<file path="src/rtl/half_word_loader.sv">
// Immediate-insertion unit: drops CHUNK-wide immediates into a WIDTH-wide value,
// extends them, or assembles a full-width constant from successive SEQ beats.
module half_word_loader #(
    parameter int WIDTH = 10,
    parameter int CHUNK = 5,
    localparam int NCH = WIDTH / CHUNK,
    localparam int SW  = (NCH > 1) ? $clog2(NCH) : 1
) (
    input  logic             clk,
    input  logic             rst,
    input  logic             in_valid,
    output logic             in_ready,
    input  logic [2:0]       mode,
    input  logic [SW-1:0]    sel,
    input  logic [CHUNK-1:0] imm,
    input  logic [WIDTH-1:0] rs,
    output logic             out_valid,
    input  logic             out_ready,
    output logic [WIDTH-1:0] out_data,
    output logic             seq_abort
);

    // Handshake: a request is taken when in_valid && in_ready; a result is taken
    // when out_valid && out_ready. in_ready is high whenever the output register
    // is empty or is being drained this cycle, so both may happen together.

    typedef enum logic {
        IDLE    = 1'b0,
        COLLECT = 1'b1
    } seq_state_t;

    localparam logic [2:0] MODE_INSERT = 3'd0;
    localparam logic [2:0] MODE_ZEXT   = 3'd1;
    localparam logic [2:0] MODE_SEXT   = 3'd2;
    localparam logic [2:0] MODE_SEQ    = 3'd3;

    seq_state_t       state, state_next;
    logic [SW-1:0]    cnt, cnt_next;
    logic [WIDTH-1:0] acc, acc_next;
    logic [WIDTH-1:0] acc_shift;
    logic [WIDTH-1:0] ins_result;
    logic [WIDTH-1:0] op_result;
    logic [WIDTH-1:0] load_data;
    logic             load;
    logic             abort_next;
    logic             acc_fire;
    logic             seq_last;

    assign in_ready  = !out_valid || out_ready;
    assign acc_fire  = in_valid && in_ready;
    assign acc_shift = (acc << CHUNK) | WIDTH'(imm);
    assign seq_last  = (cnt == SW'(NCH - 1));

    // Out-of-range sel matches no chunk, leaving rs untouched.
    always_comb begin
        ins_result = rs;
        for (int i = 0; i < NCH; i++) begin
            if (sel == SW'(i)) begin
                ins_result[i*CHUNK +: CHUNK] = imm;
            end
        end
    end

    always_comb begin
        case (mode)
            MODE_INSERT: op_result = ins_result;
            MODE_ZEXT:   op_result = WIDTH'(imm);
            MODE_SEXT:   op_result = WIDTH'($signed(imm));
            default:     op_result = rs;
        endcase
    end

    always_comb begin
        state_next = state;
        cnt_next   = cnt;
        acc_next   = acc;
        load       = 1'b0;
        load_data  = op_result;
        abort_next = 1'b0;
        if (acc_fire) begin
            if (mode == MODE_SEQ) begin
                if (seq_last) begin
                    load       = 1'b1;
                    load_data  = acc_shift;
                    acc_next   = '0;
                    cnt_next   = '0;
                    state_next = IDLE;
                end else begin
                    acc_next   = acc_shift;
                    cnt_next   = cnt + SW'(1);
                    state_next = COLLECT;
                end
            end else begin
                load = 1'b1;
                // A foreign request in the middle of a sequence discards it.
                if (state == COLLECT) begin
                    abort_next = 1'b1;
                    acc_next   = '0;
                    cnt_next   = '0;
                    state_next = IDLE;
                end
            end
        end
    end

    always_ff @(posedge clk) begin
        if (rst) begin
            state     <= IDLE;
            cnt       <= '0;
            acc       <= '0;
            out_valid <= 1'b0;
            out_data  <= '0;
            seq_abort <= 1'b0;
        end else begin
            state     <= state_next;
            cnt       <= cnt_next;
            acc       <= acc_next;
            seq_abort <= abort_next;
            if (load) begin
                out_valid <= 1'b1;
                out_data  <= load_data;
            end else if (out_ready) begin
                out_valid <= 1'b0;
            end
        end
    end

endmodule

</file>
<file path="config.mk">
export PLATFORM = sky130hd
export DESIGN_NAME = half_word_loader
export DESIGN_NICKNAME = d
export VERILOG_FILES = /design/src/rtl/half_word_loader.sv
export SDC_FILE = /design/constraint.sdc
export NUM_CORES = 1
export LEC_CHECK = 0
export ABC_AREA = 0
export CAP_MARGIN = 20
export CORE_MARGIN = 5
export CORE_UTILIZATION = 60
export DETAILED_ROUTE_END_ITERATION = 8
export DONT_BUFFER_PORTS = 1
export PLACE_DENSITY = 0.85
export SYNTH_ARGS = -nofsm -noshare
export SYNTH_HDL_FRONTEND = slang
export SYNTH_SLANG_ARGS = --single-unit
</file>
<file path="constraint.sdc">
create_clock -name clk -period 2 [get_ports clk]
set_clock_uncertainty 0.1 [all_clocks]
set_input_delay 0.3 -clock clk [delete_from_list [all_inputs] [get_ports clk]]
set_output_delay 0.3 -clock clk [all_outputs]
set_load 0.05 [all_outputs]
</file>
==> metrics.txt <==
DRT iter0 DRCs=31; first-pass GRT wire length=4788 µm; Hold Buf Count CTS=1; Vias=1054; routability cong.=0.8737; CTS tree=yes; Slew @ Worst Pin=604.2 ps; dpl hpwl=2168 µm; GR Overflow Total=0; Root Driver=clkbuf_4; Post-synth top flop=dfxtp_1; antenna viol nets, final=0; DRT Pass-1 Iters=4; critical path data arrival time=1800 ps; setup TNS=0 ps; status=completed; count leader, synth=dfxtp_1; Area Growth Syn to Fin=1.184%; Die H=54.02 µm; Post-Route WL=2888 µm; floorplan core area=0.001902 mm²; largest net degree at the start of global routing=13; max_slew headroom=59.38%; Final nets=162; Hold Path Stages=1; Post-synth EDFFs=0; Post-Syn Nets=163; Seq cells post-synth=19; Final period util=83.39%; Avg WL per Cell=17.50 µm; Worst R2R Setup Slack=330 ps; cells after synthesis=140; critical path type=flop to flop; DRC viols=0; Critical Path Sink Type=flop; # clock sinks=19; Fmax achieved=599.6 MHz; Reg2Reg Depth=5; worst skew pair latency=310 ps; fillers=167; io pins=36; CTS resizes=0; total CTS buffers=3; vias in the first global route=1006; FF-to-FF End=out_data[6]; r2r startpoint=out_valid; Post-Syn Area=0.001162 mm²; Power Density=687.5 mW/mm²; P_leak=0.3754 nW; starting density of the core=61.12%; sequential share of the synthesized area=32.72%; hold crit path type=input port to flop; top cell type's share of synthesized area=32.72%; Ant. Diodes=0; Vias/cell=6.388; Row Count=16; final count of negative-setup-slack endpoints=0; Port Buffers=0; peak supply drop=0.3702 mV; antenna violations before repair=0; Worst Setup SP=out_valid; post-route minimum period=1668 ps; layout cell share with drive strength beyond 1=12.32%; WHS Endpoint=out_data[5]; worst-path maximum fanout=9; share of flip-flops with an asynchronous set or reset=0%; max_cap viols=0; final hold violations=0; Avg Cell Area, Syn=8.303 µm²; Max clock buf depth=2; die area=0.002918 mm²; Yosys cell types=37; Crit path required time=2130 ps; die extent in x=54.02 µm; min-delay src=rst; crit path launch type=flop; CTS HTree Levels=1; top cell type by total area after synthesis=dfxtp_1; total design power=0.0008086 W; max-slew violation total from the final report=0; GRT Overall Usage=22.52%; Post CTS Setup Buffer Count=0; Post-synth top cells=dfxtp_1 (19), nor2_1 (15), a21oi_1 (11); unrepaired setup endpoints after global routing=no; CTS clk-pin slew, worst paths=110 ps; Synth Warn #=0; top cells by area, synth=dfxtp_1 (33%), a2111oi_2 (6.5%), a211oi_1 (5.2%), buf_6 (4.8%), nor2_1 (4.8%)
-- worst max-delay path by stage --
stage          slack (ps)     endpoint  depth (start not counted)
6_report              330  out_data[6]                          5
5_1_grt               210  out_data[3]                          4
4_1_cts               360  out_data[6]                          5
3_5_place_dp          390  out_data[6]                          5
3_3_place_gp          490  out_data[7]                          5
2_1_floorplan         190  out_data[2]                          7
-- per-layer routing --
metal / track usage [%] / vias to the layer above / share of wire (%)
li1: - / 511 / -
met1: 28.71 / 500 / 40
met3: 4.709 / 3 / 7.2
met4: 9.129 / 0 / 1.3
met5: 0 / - / 0
met2: 36.69 / 40 / 51
-- cell type report --
| class | instances | area, µm² | share of cell area [%] |
|---|---|---|---|
| Tap cell | 27 | 33.78 | 2.872 |
| Clock buffer | 4 | 26.28 | 2.234 |
| Multi-Input combinational cell | 103 | 668.1 | 56.81 |
| Timing Repair Buffer | 4 | 35.03 | 2.979 |
| Sequential cell | 19 | 380.4 | 32.34 |
| Inverter | 8 | 32.53 | 2.766 |
-- report_power, final --
part           switching, W  total, W  internal [W]  leakage, nW
Combinational     0.0000759  0.000129     0.0000529        0.205
Sequential        0.0000731  0.000473      0.000400        0.156
Clock              0.000129  0.000207     0.0000782       0.0150
Total              0.000278  0.000809      0.000531        0.375
-- stage by stage --
step | area [µm²] | cells | utilization [%] | worst slack (ps) | hold WS (ps)
final | 1176 | 165 | 61.84 | 332.2 | 6.743
after global routing | 1176 | 165 | 61.84 | 209.3 | 6.764
after CTS | 1166 | 164 | 61.32 | 356.7 | 5.733
after detailed placement | 1130 | 159 | 59.41 | 392.7 | 277.2
after global placement | 1130 | 159 | 59.41 | 490.5 | 272.7
after floorplan | 1162 | 140 | - | 194.6 | 360.8
-- critical path, stage by stage, from the launching register on --
cell and delay (ps):
dfxtp_1 330, nor2b_2 180, buf_4 180, o31ai_1 540
nand3_1 160, o311ai_1 100
-- sequential cells by signal, indices dropped and copies added, names as in the netlist --
name       flops
state          1
out_data      10
out_valid      1
cnt            1
seq_abort      1
acc            5
-- placed cells by master (no fill, tap or decap) --
master / instances
o21ai_0: 3
and3b_1: 1
o21ba_2: 1
dlygate4sd3_1: 2
clkbuf_4: 3
nor4b_1: 1
a22oi_1: 5
nor3_2: 1
nand2_1: 8
dfxtp_1: 19
o311ai_1: 4
nor2b_1: 6
nor3b_1: 1
nand3_1: 5
a2111oi_0: 1
and2_1: 1
nand2b_1: 6
o211ai_1: 1
a32o_1: 1
inv_2: 1
nand3b_1: 4
nor2_1: 15
nand4bb_1: 1
o31ai_1: 1
or2_2: 1
a211oi_1: 8
inv_1: 6
buf_4: 2
a2111oi_2: 5
o21ai_1: 7
o211ai_2: 1
a32oi_1: 1
inv_4: 1
and3_1: 1
nor2b_2: 1
clkbuf_1: 1
a21oi_1: 11
-- logic make-up after synthesis --
logic type,Yosys count,share of synthesized area [%]
flip-flops,19,32.72
buffers and inverters,18,9.796
AO/OA/AOI/OAI,50,32.51
AND/OR/NAND/NOR,53,24.97
Power figures use the tool's default switching activity.
